$ cat config.mk
export PLATFORM = sky130hd
export DESIGN_NAME = sfx_sequencer
export DESIGN_NICKNAME = d
export VERILOG_FILES = /design/src/rtl/sfx_pkg.sv /design/src/rtl/sfx_rom.sv /design/src/rtl/sfx_sequencer.sv
export SDC_FILE = /design/constraint.sdc
export NUM_CORES = 1
export LEC_CHECK = 0
export ABC_AREA = 1
export CORE_MARGIN = 2
export CORE_UTILIZATION = 65
export DETAILED_ROUTE_END_ITERATION = 10
export DONT_BUFFER_PORTS = 1
export HOLD_SLACK_MARGIN = 0.08
export PLACE_DENSITY = 0.91
export SLEW_MARGIN = 25
export SYNTH_ARGS = -nofsm -noshare
export SYNTH_HDL_FRONTEND = slang
export SYNTH_HIERARCHICAL = 1
export SYNTH_SLANG_ARGS = --single-unit
$ cat constraint.sdc
create_clock -name clk -period 4.6 [get_ports clk]
set_input_delay 0.69 -clock clk [delete_from_list [all_inputs] [get_ports clk]]
set_output_delay 0.69 -clock clk [all_outputs]
set_load 0.01 [all_outputs]
$ cat src/rtl/sfx_pkg.sv
// Shared types for the sound-effect sequencer: ROM step word layout and FSM states.
package sfx_pkg;

    // Step word, MSB first; the struct layout fixes every field offset and width.
    typedef struct packed {
        logic        last;
        logic [7:0]  dur;
        logic [2:0]  mixer;
        logic [2:0]  lfo_shift;
        logic        noise_sel;
        logic        vco_sel;
        logic [11:0] vco;
        logic [11:0] noise;
        logic [9:0]  lfo;
    } sfx_step_t;

    localparam int unsigned STEP_W = $bits(sfx_step_t);

    localparam logic [2:0] MIXER_SILENT = 3'd0;

    typedef enum logic [1:0] {
        StIdle,
        StFetch,
        StApply,
        StPlay
    } sfx_state_e;

endpackage

$ cat src/rtl/sfx_rom.sv
// Effect step ROM, synchronous read, one word per {id, step} address.
module sfx_rom
    import sfx_pkg::*;
#(
    parameter int unsigned DEPTH = 32,
    parameter int unsigned ADDR_W = 5,
    parameter logic [DEPTH*STEP_W-1:0] ROM_INIT = '0
) (
    input  logic              clk,
    input  logic [ADDR_W-1:0] addr,
    output sfx_step_t         rom_q
);

    // Contents come from the packed init image; word a sits at bits [a*STEP_W +: STEP_W].
    always_ff @(posedge clk) begin
        rom_q <= sfx_step_t'(ROM_INIT[int'(addr)*STEP_W +: STEP_W]);
    end

endmodule

$ cat src/rtl/sfx_sequencer.sv
// Sound-effect sequencer: priority-arbitrates trigger pulses and plays ROM step lists
// into the sound_generator control inputs.
module sfx_sequencer
    import sfx_pkg::*;
#(
    parameter int unsigned NUM_FX = 4,
    parameter int unsigned STEPS_PER_FX = 8,
    parameter int unsigned TICK_DIV = 8192,
    parameter logic [NUM_FX*STEPS_PER_FX*STEP_W-1:0] ROM_INIT = '0
) (
    input  logic                      clk,
    input  logic                      reset,
    input  logic [NUM_FX-1:0]         req,
    output logic                      busy,
    output logic [$clog2(NUM_FX)-1:0] active_id,
    output logic                      done,
    output logic [9:0]                lfo_freq,
    output logic [11:0]               noise_freq,
    output logic [11:0]               vco_freq,
    output logic                      vco_select,
    output logic                      noise_select,
    output logic [2:0]                lfo_shift,
    output logic [2:0]                mixer
);

    localparam int unsigned ID_W = $clog2(NUM_FX);
    localparam int unsigned SW = $clog2(STEPS_PER_FX);
    localparam int unsigned PW = $clog2(TICK_DIV);
    localparam logic [SW-1:0] STEP_LAST = SW'(STEPS_PER_FX - 1);

    sfx_state_e    state;
    logic [SW-1:0] step;
    logic [7:0]    dur_cnt;
    logic          last_q;
    logic [PW-1:0] presc;
    logic          tick;
    logic [ID_W-1:0] win_id;
    logic          accept;
    sfx_step_t     rom_q;

    always_ff @(posedge clk) begin
        if (reset) begin
            presc <= '0;
        end else if (presc == '0) begin
            presc <= PW'(TICK_DIV - 1);
        end else begin
            presc <= presc - 1'b1;
        end
    end

    assign tick = (presc == '0);

    // Highest set request bit wins.
    always_comb begin
        win_id = '0;
        for (int i = 0; i < NUM_FX; i++) begin
            if (req[i]) win_id = ID_W'(i);
        end
    end

    assign accept = (|req) && (state == StIdle || win_id >= active_id);

    sfx_rom #(
        .DEPTH    (NUM_FX * STEPS_PER_FX),
        .ADDR_W   (ID_W + SW),
        .ROM_INIT (ROM_INIT)
    ) u_rom (
        .clk   (clk),
        .addr  ({active_id, step}),
        .rom_q (rom_q)
    );

    always_ff @(posedge clk) begin
        if (reset) begin
            state        <= StIdle;
            step         <= '0;
            dur_cnt      <= '0;
            last_q       <= 1'b0;
            active_id    <= '0;
            done         <= 1'b0;
            lfo_freq     <= '0;
            noise_freq   <= '0;
            vco_freq     <= '0;
            vco_select   <= 1'b0;
            noise_select <= 1'b0;
            lfo_shift    <= '0;
            mixer        <= MIXER_SILENT;
        end else begin
            done <= 1'b0;
            // A new accept overrides whatever the FSM would do this cycle, including ending.
            if (accept) begin
                state     <= StFetch;
                active_id <= win_id;
                step      <= '0;
            end else begin
                unique case (state)
                    StIdle: ;
                    StFetch: state <= StApply;
                    StApply: begin
                        lfo_freq     <= rom_q.lfo;
                        noise_freq   <= rom_q.noise;
                        vco_freq     <= rom_q.vco;
                        vco_select   <= rom_q.vco_sel;
                        noise_select <= rom_q.noise_sel;
                        lfo_shift    <= rom_q.lfo_shift;
                        mixer        <= rom_q.mixer;
                        dur_cnt      <= rom_q.dur;
                        last_q       <= rom_q.last;
                        state        <= StPlay;
                    end
                    StPlay: begin
                        if (tick) begin
                            if (dur_cnt != '0) begin
                                dur_cnt <= dur_cnt - 1'b1;
                            end else if (last_q || step == STEP_LAST) begin
                                state <= StIdle;
                                mixer <= MIXER_SILENT;
                                done  <= 1'b1;
                            end else begin
                                step  <= step + 1'b1;
                                state <= StFetch;
                            end
                        end
                    end
                    default: state <= StIdle;
                endcase
            end
        end
    end

    assign busy = (state != StIdle);

endmodule

==> metrics.md, run 1 <==
| Metric | Value |
|---|---|
| Outcome | finished, final reports clean |
| First-pass GRT wire length | 12,190 µm |
| Post-synth cell types | 28 |
| Delay-heaviest family, CP | simple AND/OR/NAND/NOR gates |
| Via count | 3,018 |
| Fraction of registers with async set/reset | 0% |
| Synth cell count leaders | nand2_1, dfxtp_1, nand3_1 |
| CTS tree | done |
| Post-DRT Antenna Nets | 0 |
| Initial Util | 67.37% |
| Switch share | 32.00% |
| Setup CP Type | input pin to flop |
| CP required | 4.85 ns |
| Cts hold-fix bufs | 0 |
| Worst R2R End | dur_cnt[2] |
| Site Rows | 27 |
| Diodes inserted | 0 |
| Max-cap viol count | 0 |
| Clk_lat worst skew | 0.36 ns |
| CP peak stage delay | 0.47 ns |
| Die area | 6327 µm² |
| Layout cells sized above 1 | 5.758% |
| CP cell instances | inv_1 -> nor2_1 -> nor2_1 -> ha_1 -> inv_1 -> nand2_1 -> nand2_1 -> nand2_2 -> nand2_2 -> nand2_1 -> buf_4 -> nand3_1 -> nand2_1 -> nor2_1 |
| Clk root buf | clkbuf_8 |
| Largest area contributor in the netlist | dfxtp_1 |
| Post-CTS Setup Bufs | 0 |
| Yosys reg bits | 72 |
| Crit-path max FO | 47 |
| CP bufs+invs | 3 |
| Core Util, Final | 68.26% |
| VDD IR-drop max | 0.0002294 V |
| Endpoint class of the critical path | flop |
| Initial antenna violation count | 0 |
| Share of the synthesized area in the top cell type | 38.85% |
| Relative slew slack | 45.48% |
| Power Total | 1.746 mW |
| Final setup TNS | 0 ns |
| DRC viols | 0 |
| Max Clk Rate | 362.7 MHz |
| Total GRT Usage | 24.48% |
| Cells on worst reg2reg path | 10 |
| Final period utilization | 59.94% |
| Placer Congestion | 0.8784 |
| Core area | 5507 µm² |
| Pins Over Slew Limit | 0 |
| Die height | 79.55 µm |
| Nets | 530 |
| Leak Pwr | 1.673 nW |
| Comb pwr share | 22.3% |
| Period minus WS final | 2.757 ns |
| Sequential area share after synthesis | 38.85% |
| Worst Hold Path Cells | 1 |
| Ys Warns | 6 |
| Clk sink count | 72 |
| DP HPWL | 4774 µm |
| Hold Path Class | input pin to flop |
| Initial DRC count | 165 |
| CTS clock-pin slew for the worst setup and hold paths | 0.08 ns |
| Post-Syn Area | 3710 µm² |
| Number of global-route vias before repair | 2,845 |
| Avg Vias per Cell | 5.089 |
| R2r setup slk | 1.93 ns |
| Most numerous cell in the Yosys netlist | nand2_1 |
| Max stage delay cell, worst path | nand2_2 |
| Syn Area/Cell | 7.039 µm² |
| Grt ovf | 0 |
| Internal power | 1.187 mW |
| Setup ws final | 1.843 ns |
| Clock Skew | 0.009514 ns |
| Critical Path Source | req[1] |
| Critical Path Source Type | input pin |
| Final setup violation count | 0 |
| Worst Setup EP | dur_cnt[2] |
| Cts repair resizes | 0 |
| R2r startpoint | active_id[1] |
| Synth Flop Type | dfxtp_1 |
| Post-DR wirelength/cell | 12.19 µm |
| Worst slack, placed | 1.481 ns |
| Top Ports | 52 |
| WP data arrival | 3.00 ns |
| Syn Inst Count | 527 |
| Flop pwr share | 41.8% |
| Cts bufs inserted | 9 |
| EDFF count, synth | 0 |
| Final hold violations | 0 |
| Power Dens Cells | 464.6 nW/µm² |
| Largest net degree at the start of global routing | 51 |
| Worst-Margin Slew | 0.8149 ns |
| Area Overhead vs Synth | 1.315% |
| Non-Filler Instances | 593 |
| RSZ-0062 raised after global routing | false |
| DR pass1 iterations | 4 |
| Clk pwr share | 35.9% |
| Crit path top cell by count | nand2_1 |
| Final wirelength | 7228 µm |
| DIE WIDTH | 79.55 µm |
| P_sw | 0.5588 mW |
| Stages on the worst setup path | 14 |
| Clock Tree Buf Depth | 2 |
| Synth area leaders | dfxtp_1, buf_4, nand2_1, nand3_1, a21oi_1 |
| Port Buffers | 0 |
| Max H-tree Level | 3 |
| DP Cell Count | 577 |
power groups by stage:
stage	Combinational, mW	Sequential (mW)	Clock [mW]
after CTS	0.383	0.730	0.630
after global placement	0.359	0.742	0
final	0.389	0.730	0.627
after global routing	0.446	0.738	0.654
after floorplan	0.355	0.733	0
after detailed placement	0.379	0.743	0
layout make-up:
type                    count  area (µm²)
multi-input cells         387        1794
fillers                   447        1748
flip-flops and latches     72        1441
inverters                  44       165.2
clock buffers              10       137.6
clock inverters             6       115.1
well taps                  72       90.09
repair buffers              2       15.01
registers in the layout, indices dropped and copies added (netlist names):
signal,cells
presc,13
noise_freq,12
vco_freq,12
lfo_freq,10
dur_cnt,8
lfo_shift,3
mixer,3
step,3
active_id,2
state,2
done,1
last_q,1
noise_select,1
vco_select,1
metal layers:
metal | track usage [%] | vias to the layer above | part of all wire (%)
met4 | 12.41 | 0 | 1.3
met2 | 43.11 | 68 | 50
met1 | 26.90 | 1376 | 42
met3 | 6.561 | 9 | 6.5
met5 | 0 | - | 0
li1 | - | 1565 | -
stage by stage:
step                hold WS (ns)  cell area, µm²
detailed placement        0.4175            3506
global placement          0.4178            3506
global route              0.3796            3759
floorplan                 0.4121            3897
CTS                       0.3836            3759
finish                    0.3884            3759
cell families (layout without fill, tap and decap cells):
logic type	after synthesis	count (layout)	synth area share (%)
other	1	51	0.1011
AO/OA/AOI/OAI	75	75	10.25
buffers and inverters	118	62	17.84
flip-flops	72	72	38.85
XOR/XNOR	5	5	1.180
AND/OR/NAND/NOR	248	248	29.07
adder cells (fa/ha/maj)	8	8	2.698
worst min path at each step:
stage / from / slack (ns) / to
after floorplan: presc[0] / 0.41 / presc[0]
after global placement: presc[0] / 0.42 / presc[0]
after detailed placement: presc[0] / 0.42 / presc[0]
after CTS: reset / 0.38 / noise_freq[3]
after global routing: reset / 0.38 / noise_freq[1]
final: reset / 0.39 / noise_freq[1]
cells in the final DEF, fill, tap and decap left out, drive strengths merged, types with 4 or more instances in the layout:
cell type,count
dfxtp,72
nand2,112
o21ai,19
conb,51
nand3,69
a21oi,53
nor2,59
ha,8
xor2,4
inv,44
clkbuf,10
(Power assumes the default switching activity.)
==> inputs of run 2 (changes only) <==
Clock period 4.6 ns to 2.6 ns, I/O delays scaled along.
==> run 2 against run 1 <==
Non-clock buffer count increased by 3. Setup slack worse by 1.3 ns. Clock skew down 0.0035 ns. Flip-flop and latch count is the same. Clock power up 33%.
==> metrics.md, run 2 (synthesized netlist as in run 1, its figures left out) <==
| Metric | Value |
|---|---|
| Outcome | finished, final reports clean (unchanged) |
| Area Overhead vs Synth | 0.2699% (was 1.315%) |
| Fin Hold WS | 0.1049 ns (was 0.3884 ns) |
| Number of global-route vias before repair | 2,924 (was 2,845) |
| CTS tree | done (unchanged) |
| WP data arrival | 2.35 ns (was 3.00 ns) |
| DP HPWL | 4888 µm (was 4774 µm) |
| Final period utilization | 80.22% |
| Setup CP Type | flop to flop (was input pin to flop) |
| Total GRT Usage | 24.30% (was 24.48%) |
| Max stage delay cell, worst path | dfxtp_1 (was nand2_2) |
| Cts bufs inserted | 9 (unchanged) |
| CP cell instances | inv_1 -> ha_1 -> nand2_1 -> nand2_2 -> nand2_2 -> nand2_1 -> buf_4 -> nand2_1 -> a21oi_1 (was inv_1 -> nor2_1 -> nor2_1 -> ha_1 -> inv_1 -> nand2_1 -> nand2_1 -> nand2_2 -> nand2_2 -> nand2_1 -> buf_4 -> nand3_1 -> nand2_1 -> nor2_1) |
| Crit-path max FO | 34 (was 47) |
| Clk_lat worst skew | 0.34 ns (was 0.36 ns) |
| Hold Path Class | input pin to flop (unchanged) |
| Leak Pwr | 1.663 nW (was 1.673 nW) |
| Grt ovf | 0 (unchanged) |
| Pins Over Slew Limit | 0 (unchanged) |
| Die height | 79.55 µm (unchanged) |
| Period minus WS final | 2.086 ns |
| Site Rows | 27 (unchanged) |
| Avg Vias per Cell | 5.079 (was 5.089) |
| Via count | 3,027 (was 3,018) |
| Max-cap viol count | 0 (unchanged) |
| DRC viols | 0 (unchanged) |
| Post-CTS Setup Bufs | 0 (unchanged) |
| Initial Util | 67.37% (unchanged) |
| Top reg by flops | presc (unchanged) |
| Final setup TNS | 0 ns (unchanged) |
| First-pass GRT wire length | 12,350 µm (was 12,190 µm) |
| CP peak stage delay | 0.43 ns (was 0.47 ns) |
| CP required | 2.87 ns (was 4.85 ns) |
| Clk sink count | 72 (unchanged) |
| Power Dens Cells | 754.9 nW/µm² (was 464.6 nW/µm²) |
| Top flop regs | presc (13), noise_freq (12), vco_freq (12) (unchanged) |
| Clock Skew | 0.006050 ns (was 0.009514 ns) |
| Endpoint class of the critical path | flop (unchanged) |
| Die area | 6327 µm² (unchanged) |
| Commonest cells after routing, fill and taps aside | nand2_1, dfxtp_1, nand3_1 (unchanged) |
| DIE WIDTH | 79.55 µm (unchanged) |
| Port Buffers | 0 (unchanged) |
| Final hold violations | 0 (unchanged) |
| Post-DRT Antenna Nets | 0 (unchanged) |
| Core area | 5507 µm² (unchanged) |
| Largest net degree at the start of global routing | 51 (unchanged) |
| Top Ports | 52 (unchanged) |
| Clock Tree Buf Depth | 2 (unchanged) |
| Diodes inserted | 0 (unchanged) |
| Placer Congestion | 0.8567 (was 0.8784) |
| Placed cell area | 3528 µm² (was 3506 µm²) |
| Most common cell after layout, fill and taps aside | nand2_1 (unchanged) |
| Initial antenna violation count | 0 (unchanged) |
| Clk root buf | clkbuf_8 (unchanged) |
| Layout cells sized above 1 | 6.298% (was 5.758%) |
| Cts repair resizes | 0 (unchanged) |
| RSZ-0062 raised after global routing | false (unchanged) |
| Max reg flops | 13 (unchanged) |
| CTS clock-pin slew for the worst setup and hold paths | 0.08 ns (about the same) |
| Final wirelength | 7131 µm (was 7228 µm) |
| Max Clk Rate | 479.5 MHz |
| Post-DR wirelength/cell | 11.96 µm (was 12.19 µm) |
| Cts hold-fix bufs | 0 (unchanged) |
| Nets | 533 (was 530) |
| VDD IR-drop max | 0.0005125 V (was 0.0002294 V) |
| Crit path top cell by count | nand2_1 (unchanged) |
| Critical Path Source Type | flop (was input pin) |
| Max H-tree Level | 3 (unchanged) |
| Initial DRC count | 205 (was 165) |
| Final setup violation count | 0 (unchanged) |
| Finished layout cell area | 3720 µm² (was 3759 µm²) |
| DR pass1 iterations | 5 (was 4) |
run 2: cell count changes in the layout (fill, tap and decap cells not counted), sizes merged:
| cell | previous run | this run |
|---|---|---|
| buf | 2 | 5 |
| clkinv | 2 | 3 |
| clkbuf | 10 | 12 |
| bufinv | 3 | 0 |
run 2: layout make-up:
| cell class | instances | area (µm²) |
|---|---|---|
| multi-input combinational | 387 | 1794 |
| fill | 456 | 1787 |
| clock buffer | 12 | 165.2 |
| tap | 72 | 90.09 |
| timing repair buffer | 5 | 37.54 |
| inverter | 44 | 165.2 |
| clock inverter | 4 | 26.28 |
| sequential | 72 | 1441 |
run 2: through the flow:
step / instances / power, mW / utilization, % / setup slack [ns]
2_1_floorplan: 577 / 1.924 / - / 0.8942
3_3_place_gp: 580 / 1.951 / 64.08 / 0.5042
3_5_place_dp: 580 / 1.982 / 64.08 / 0.3727
4_1_cts: 596 / 2.812 / 67.55 / 0.4874
5_1_grt: 596 / 2.996 / 67.55 / 0.2608
6_report: 596 / 2.808 / 67.55 / 0.5144
run 2: report_power, final:
group	internal, mW	switching [mW]
sequential	1.20	0.0904
combinational	0.234	0.448
clock	0.425	0.409
total	1.86	0.947
run 2: final timing paths:
path | slack (ns) | cells after the start | start | end
worst max-delay path | 0.51 | 9 | active_id[1] | last_q
worst max register to register | 0.51 | 9 | active_id[1] | last_q
worst min register to register | 0.44 | 1 | presc[0] | presc[0]
worst min-delay path | 0.10 | 1 | reset | noise_freq[5]
run 2: layer usage:
metal | global-route usage (%) | routed length (µm)
met5 | 0 | 0
met4 | 10.52 | 122
met2 | 39.41 | 3373
met3 | 7.127 | 385
met1 | 29.94 | 3249
run 2: worst max-delay path: cells and delay by family, from the launching register on:
kind | cells | cell delay (ns)
buffers and inverters | 2 | 0.43
DFF | 1 | 0.43
AOI/OAI and AO/OA | 1 | 0.15
adders and majority gates | 1 | 0.28
and+or+nand+nor | 5 | 0.70
